File: config.mk
export PLATFORM = sky130hd
export DESIGN_NAME = dmem_access
export DESIGN_NICKNAME = d
export VERILOG_FILES = /design/src/rtl/dmem_access.sv
export SDC_FILE = /design/constraint.sdc
export NUM_CORES = 1
export LEC_CHECK = 0
export BUFFER_PORTS_ARGS = -buffer_cell sky130_fd_sc_hd__buf_2
export CORE_MARGIN = 5
export CORE_UTILIZATION = 33
export CTS_CLUSTER_SIZE = 10
export DETAILED_ROUTE_END_ITERATION = 12
export HOLD_SLACK_MARGIN = 0.1
export PLACE_DENSITY = 0.53
export SLEW_MARGIN = 40
export SYNTH_ARGS = -nofsm -noshare
export SYNTH_HDL_FRONTEND = slang
export SYNTH_SLANG_ARGS = --single-unit
File: constraint.sdc
create_clock -name clk -period 6.8 [get_ports clk]
set_clock_uncertainty 0.1 [all_clocks]
set_input_delay 1.36 -clock clk [delete_from_list [all_inputs] [get_ports clk]]
set_output_delay 1.36 -clock clk [all_outputs]
set_load 0.005 [all_outputs]
File: src/rtl/dmem_access.sv
// dmem_access: MEM2-stage data-memory access unit for the RV64I pipeline.
// Turns a decoded load/store into a single doubleword bus transaction. It
// stalls the pipeline until the bus acknowledges, then presents the aligned
// and extended load result on mem_rdata.
module dmem_access #(
    parameter int DATA_WIDTH = 64,
    parameter int ADDR_WIDTH = 64
) (
    input  logic                  clk,
    input  logic                  rst,
    input  logic                  in_valid,
    input  logic                  mem_ren,
    input  logic                  mem_wen,
    input  logic [2:0]            funct3,
    input  logic [ADDR_WIDTH-1:0] addr,
    input  logic [DATA_WIDTH-1:0] wdata,
    output logic                  dmem_req,
    output logic                  dmem_we,
    output logic [ADDR_WIDTH-1:0] dmem_addr,
    output logic [DATA_WIDTH-1:0] dmem_wdata,
    output logic [7:0]            dmem_wstrb,
    input  logic                  dmem_ack,
    input  logic [DATA_WIDTH-1:0] dmem_rdata,
    output logic [DATA_WIDTH-1:0] mem_rdata,
    output logic                  stall,
    output logic                  done,
    output logic                  misalign
);

    typedef enum logic [1:0] {
        S_IDLE,
        S_BUSY,
        S_DONE
    } state_t;

    state_t state, state_nx;

    logic       accept;
    logic       legal;
    logic       aligned;
    logic       start;
    logic [1:0] size;
    logic [7:0] size_mask;

    // Captured access attributes; used when the read data returns.
    logic [1:0] size_q;
    logic       sign_q;
    logic [2:0] off_q;

    logic [DATA_WIDTH-1:0] shifted;
    logic [DATA_WIDTH-1:0] load_ext;

    // Decode the incoming instruction: legality, natural alignment, lane mask.
    always_comb begin
        // NOTE: every combinational output gets a default first so no path leaves it unassigned (no latch).
        accept    = in_valid & (mem_ren | mem_wen);
        size      = funct3[1:0];
        legal     = mem_wen ? ~funct3[2] : (funct3 != 3'b111);
        aligned   = 1'b1;
        size_mask = 8'h01;
        case (size)
            2'd0: begin aligned = 1'b1;              size_mask = 8'h01; end
            2'd1: begin aligned = ~addr[0];          size_mask = 8'h03; end
            2'd2: begin aligned = (addr[1:0] == 0);  size_mask = 8'h0F; end
            default: begin aligned = (addr[2:0] == 0); size_mask = 8'hFF; end
        endcase
    end

    // State register.
    always_ff @(posedge clk) begin
        // NOTE: sequential state uses non-blocking assignments so every flop samples pre-edge values.
        if (rst) state <= S_IDLE;
        else     state <= state_nx;
    end

    // Next-state logic and the combinational pipeline-control outputs.
    always_comb begin
        state_nx = state;
        stall    = 1'b0;
        done     = 1'b0;
        misalign = 1'b0;
        start    = 1'b0;
        case (state)
            S_IDLE: begin
                if (accept) begin
                    if (legal && aligned) begin
                        start    = 1'b1;
                        stall    = 1'b1;
                        state_nx = S_BUSY;
                    end else begin
                        misalign = 1'b1;
                    end
                end
            end
            S_BUSY: begin
                stall = 1'b1;
                if (dmem_ack) state_nx = S_DONE;
            end
            S_DONE: begin
                done     = 1'b1;
                state_nx = S_IDLE;
            end
            default: state_nx = S_IDLE;
        endcase
    end

    // Align the returned doubleword and sign- or zero-extend it to the access size.
    always_comb begin
        shifted  = dmem_rdata >> {off_q, 3'b000};
        load_ext = shifted;
        case (size_q)
            2'd0: load_ext = sign_q ? {{(DATA_WIDTH-8){shifted[7]}}, shifted[7:0]}
                                    : {{(DATA_WIDTH-8){1'b0}}, shifted[7:0]};
            2'd1: load_ext = sign_q ? {{(DATA_WIDTH-16){shifted[15]}}, shifted[15:0]}
                                    : {{(DATA_WIDTH-16){1'b0}}, shifted[15:0]};
            2'd2: load_ext = sign_q ? {{(DATA_WIDTH-32){shifted[31]}}, shifted[31:0]}
                                    : {{(DATA_WIDTH-32){1'b0}}, shifted[31:0]};
            default: load_ext = shifted;
        endcase
    end

    // Bus-side registers and the load result; bus outputs hold stable through BUSY.
    always_ff @(posedge clk) begin
        if (rst) begin
            dmem_req   <= 1'b0;
            dmem_we    <= 1'b0;
            dmem_addr  <= '0;
            dmem_wdata <= '0;
            dmem_wstrb <= '0;
            size_q     <= '0;
            sign_q     <= 1'b0;
            off_q      <= '0;
            mem_rdata  <= '0;
        end else begin
            if (start) begin
                dmem_req   <= 1'b1;
                dmem_we    <= mem_wen;
                dmem_addr  <= {addr[ADDR_WIDTH-1:3], 3'b000};
                dmem_wdata <= wdata << {addr[2:0], 3'b000};
                dmem_wstrb <= size_mask << addr[2:0];
                size_q     <= size;
                sign_q     <= ~funct3[2];
                off_q      <= addr[2:0];
            end
            if (state == S_BUSY && dmem_ack) begin
                dmem_req <= 1'b0;
                if (!dmem_we) mem_rdata <= load_ext;
            end
        end
    end

endmodule
* Yosys cells after proc, flatten, opt, wreduce, memory -nomap -nowiden
Index checks and enable logic that the tools add are counted.
Widths: inputs -> output; s select.
** Operators by class
- Equal/unequal tests :: 10
- Bitwise gates (word level) :: 5
- Reductions and logical operators :: 10
- Shift-type cells :: 3
- Mux-type cells :: 19
** Operators with widths (number)
- $mux 64 :: 3
- $pmux 64 s3 :: 1
- $shl 64x6->64 :: 1
- $shr 64x6->64 :: 1
- $pmux 8 s3 :: 1
- $logic_not 2->1 :: 4
- $mux 1 :: 8
- $shl 8x3->8 :: 1
- $eq 2x1->1 const B :: 3
- $eq 2x2->1 const B :: 3
- $mux 2 :: 3
- $ne 2x2->1 const B :: 3
- $pmux 2 s2 :: 1
- $logic_not 3->1 :: 1
- $ne 3x3->1 const B :: 1
- $not 1->1 :: 3
- $pmux 1 s3 :: 1
- $reduce_and 3->1 :: 1
- $logic_and 1x1->1 :: 2
- $pmux 1 s2 :: 1
- $reduce_and 2->1 :: 1
- $reduce_or 2->1 :: 1
- $and 1x1->1 :: 1
- $or 1x1->1 :: 1
** Word-level totals
- Output and inout port bits :: 205
- Input port bits :: 201
- Bits in registers :: 207
- Logic and storage cells :: 57

* Longest topological paths before layout
- Depth in word-level cells :: 6
- Mapped depth :: 9
- Mapped depth without buffers :: 5

* Least setup slack after synthesis
Ideal clock, no wire load.
- Path type :: input to output
- Start :: in funct3[0]
- End :: out stall
- Setup slack :: 2.665 ns
- Cell stages on the path :: 7
- Data arrival time :: 2.675 ns
- Data required time :: 5.340 ns
- Path through :: buf_2 nand2_1 mux2_2 nand3_1 clkbuf_1 clkbuf_1 o21ai_0
** On the way
- Word-level cells in the longest chain between the ends :: 6
- Elaborated cells between the ends (all ways) :: 10
** Ends and longest elaborated chain
- start, declared :: RTL line 14 : input logic [2:0] funct3,
- $eq 2x2->1 (tied with other cells) :: RTL line 61 : case (size)
- $pmux 1 s3 / $mux 1 (equally long branches) :: RTL line 61, 58
- $logic_and 1x1->1 * :: RTL line 86 : if (legal && aligned) begin
- $mux 1 * :: RTL line 86
- $mux 1 * :: RTL line 85 : if (accept) begin
- $pmux 1 s2 * :: RTL line 83 : case (state)
- end, declared :: RTL line 25 : output logic stall,
Every way passes the cells marked *; elsewhere a longest branch is shown, timed or not.

* Final worst setup path
- Start :: in addr[1]
- End :: out misalign
** On the way
- Word-level cells in the longest chain between the ends :: 6
- Elaborated cells between the ends (all ways) :: 7
** Ends and longest elaborated chain
- start, declared :: RTL line 15 : input logic [ADDR_WIDTH-1:0] addr,
- $logic_not 3->1 / $logic_not 2->1 (equally long branches) :: RTL line 65, 64
- $pmux 1 s3 * :: RTL line 61
- $logic_and 1x1->1 * :: RTL line 86
- $mux 1 * :: RTL line 86
- $mux 1 * :: RTL line 85
- $mux 1 * :: RTL line 83
- end, declared :: RTL line 27 : output logic misalign
Marks and branches as above.

==> metrics <==
outcome finished, final reports clean; vias in the first global route approximately 11,000; Die X approximately 190 µm; Fmax achieved about 230 MHz; Peak VDD IR around 180 µV; Crit path arrival time approximately 2.9 ns; Final TNS setup 0 ns; initial drt markers between 800 and 900; largest net degree at the start of global routing 86; gp weighted congestion about 0.93; CP Max Fanout 31; P_leak about 5.7 nW; Final Routed Wirelength approximately 44,000 µm; Non-Filler Instances ~2,100; Max Slew Vio Count 0; total gr overflow 0; post-synth cell types 58; num ports between 400 and 500; Fillers approximately 3,400; H-Tree Depth 1; max cap viols 0; Setup CP Type in -> out; Post-route DRC 0; post-synthesis compound-gate area fraction a little under a quarter; post-synthesis async set-or-reset flop share 0%; crit end category output pin; CTS sink cnt 207; core area between 30,000 and 40,000 µm²; Seq cells post-synth about 210; commonest non-fill, non-tap cell in the layout buf_2; Port Buf Inserts 402; vias 11,100; # rows 66; routed metal-1 wirelength between 15,000 and 20,000 µm; synthesized-area fraction occupied by adder cells 0.0928%; Main synth FF type dfxtp_1; top cell type's share of synthesized area between 30% and 40%; Total GRT Usage a little under a quarter; post-CTS setup buffers 0; Initial Util between 30% and 40%; top cells by area, synth dfxtp_1 38%, nand2_1 9.4%, mux2i_1 7.6%; Cell Count Post-Placement 2,065; synthesized area around 11,000 µm²; Worst setup SP type primary input; syn avg cell area approximately 8.1 µm²; worst hold slack 0.350 ns; Seq/Total Area, Yosys just under 40%; Syn-to-layout area delta 28.3%; Post-layout nets around 1,900; Post-Synthesis Cells about 1,300; die area approximately 36,000 µm²; RSZ-0062 raised after global routing no; die height roughly 190 µm; Final Power ~3.2 mW; post-synthesis simple-gate area fraction approximately 20%; Post-synth EDFFs 0; main combinational cell family by area after synthesis compound AO/OA/AOI/OAI gates; met2 WL post-DR between 20,000 and 25,000 µm; post_cts resized 0; DR WL met3 about 4000 µm; commonest cells after routing, fill and taps aside 400 x buf_2, 269 x nand2_1, 204 x dfxtp_1; Worst-path clk slew about 0.06 ns; layout cell share with drive strength beyond 1 about a third; initial antenna violation count 3; power density over the cells about 230 nW/µm²; worst path required time roughly 5.3 ns; max_slew headroom between 40% and 50%; crit path time final 4.34 ns; CTS Buf Count 27; synth warn 0; antenna-violating nets left 0; DP HPWL 31,700 µm; clock root cell clkbuf_16; worst-margin pin slew approximately 0.85 ns; multiplexer area fraction after synthesis 12.3%; drt wl/cell between 20 and 25 µm; Min-Delay Path Class reg -> reg; Longest Clk Path Bufs 3; final setup fails 0; CTS tree yes; final hold vios 0; first-pass GRT wire length around 65,000 µm; fin util between 40 and 50%; XOR/XNOR Fraction of Synth Area 0%; worst reg-to-reg setup slack 3.96 ns; drt first pass iters 5; clk_lat worst skew about 0.52 ns; Top Metal Used met5; cts hold-fix bufs 0; Final Cycle Share 63.8%; largest area contributor in the netlist dfxtp_1; vias per cell between 5 and 6
==> worst paths after layout <==
path	from	end	cells past startpoint
worst max-delay path	addr[1]	misalign	5
worst max register to register	off_q[1]$_SDFFE_PP0P_	mem_rdata[63]$_SDFFE_PP0P_	7
worst min-delay path	dmem_wdata[0]$_SDFFE_PP0P_	dmem_wdata[0]$_SDFFE_PP0P_	2
worst min register to register	dmem_wdata[0]$_SDFFE_PP0P_	dmem_wdata[0]$_SDFFE_PP0P_	2
==> worst max-delay path, cell delays in order <==
cell and delay, ns:
buf_2 0.56, o21bai_1 0.15, mux2_2 0.35, a21boi_0 0.27, buf_2 0.17
==> per-stage QoR <==
step / worst slack (ns) / cell area [µm²]
after global placement: 2.48 / 12900
after CTS: 2.45 / 13800
after global routing: 2.39 / 13800
after detailed placement: 2.32 / 13000
final: 2.46 / 13800
after floorplan: 2.67 / 10800
==> cell families after synthesis <==
group | after synthesis
adder cells (fa/ha/maj) | 1
multiplexers | 115
buffers and inverters | 129
AO/OA/AOI/OAI | 378
flip-flops | 207
AND/OR/NAND/NOR | 497
other | 1
==> flip-flops by register name, summed over array words and instances (netlist names) <==
signal and flops:
sign_q 1, mem_rdata 64, off_q 3, state 2, dmem_we 1, dmem_addr 61, dmem_wstrb 8, dmem_req 1
size_q 2, dmem_wdata 64
==> power breakdown <==
group / internal, mW / switching (mW)
clock network: 0.849 / 0.533
registers: 1.27 / 0.0402
logic: 0.211 / 0.316
total: 2.33 / 0.889
==> layout make-up <==
type	count	area (µm²)	area share, %
diodes	5	12.5	0.0904
clock buffers	39	731	5.28
clock inverters	5	103	0.741
inverters	4	15.0	0.108
multi-input cells	994	6090	44.0
flip-flops and latches	207	4150	30.0
well taps	442	553	4.00
repair buffers	418	2180	15.8
==> synthesized netlist by cell type (all sizes together) (2+ instances only) <==
cell     number
a22o          2
mux2         21
nor2         90
nand3b        3
o221ai        7
inv           2
nor4          2
a2bb2oi       6
nand2       269
mux4         12
nand2b       26
a21o          8
or2           3
a21oi       164
a311oi        8
o32ai         2
dfxtp       207
mux2i        82
a31oi        16
nand3        24
o211ai       10
nor2b        22
a32oi        15
buf          54
a211oi       45
or3          27
o21ai        78
a211o         6
o311a         2
nor3         27
clkinv        2
clkbuf       71
==> per-layer routing <==
metal | track usage [%] | vias up
met3 | 5.84 | 70
li1 | - | 5338
met5 | 0 | -
met4 | 6.93 | 2
met1 | 29.2 | 5217
met2 | 37.0 | 450
No activity file was read; power rests on OpenSTA's default activity.
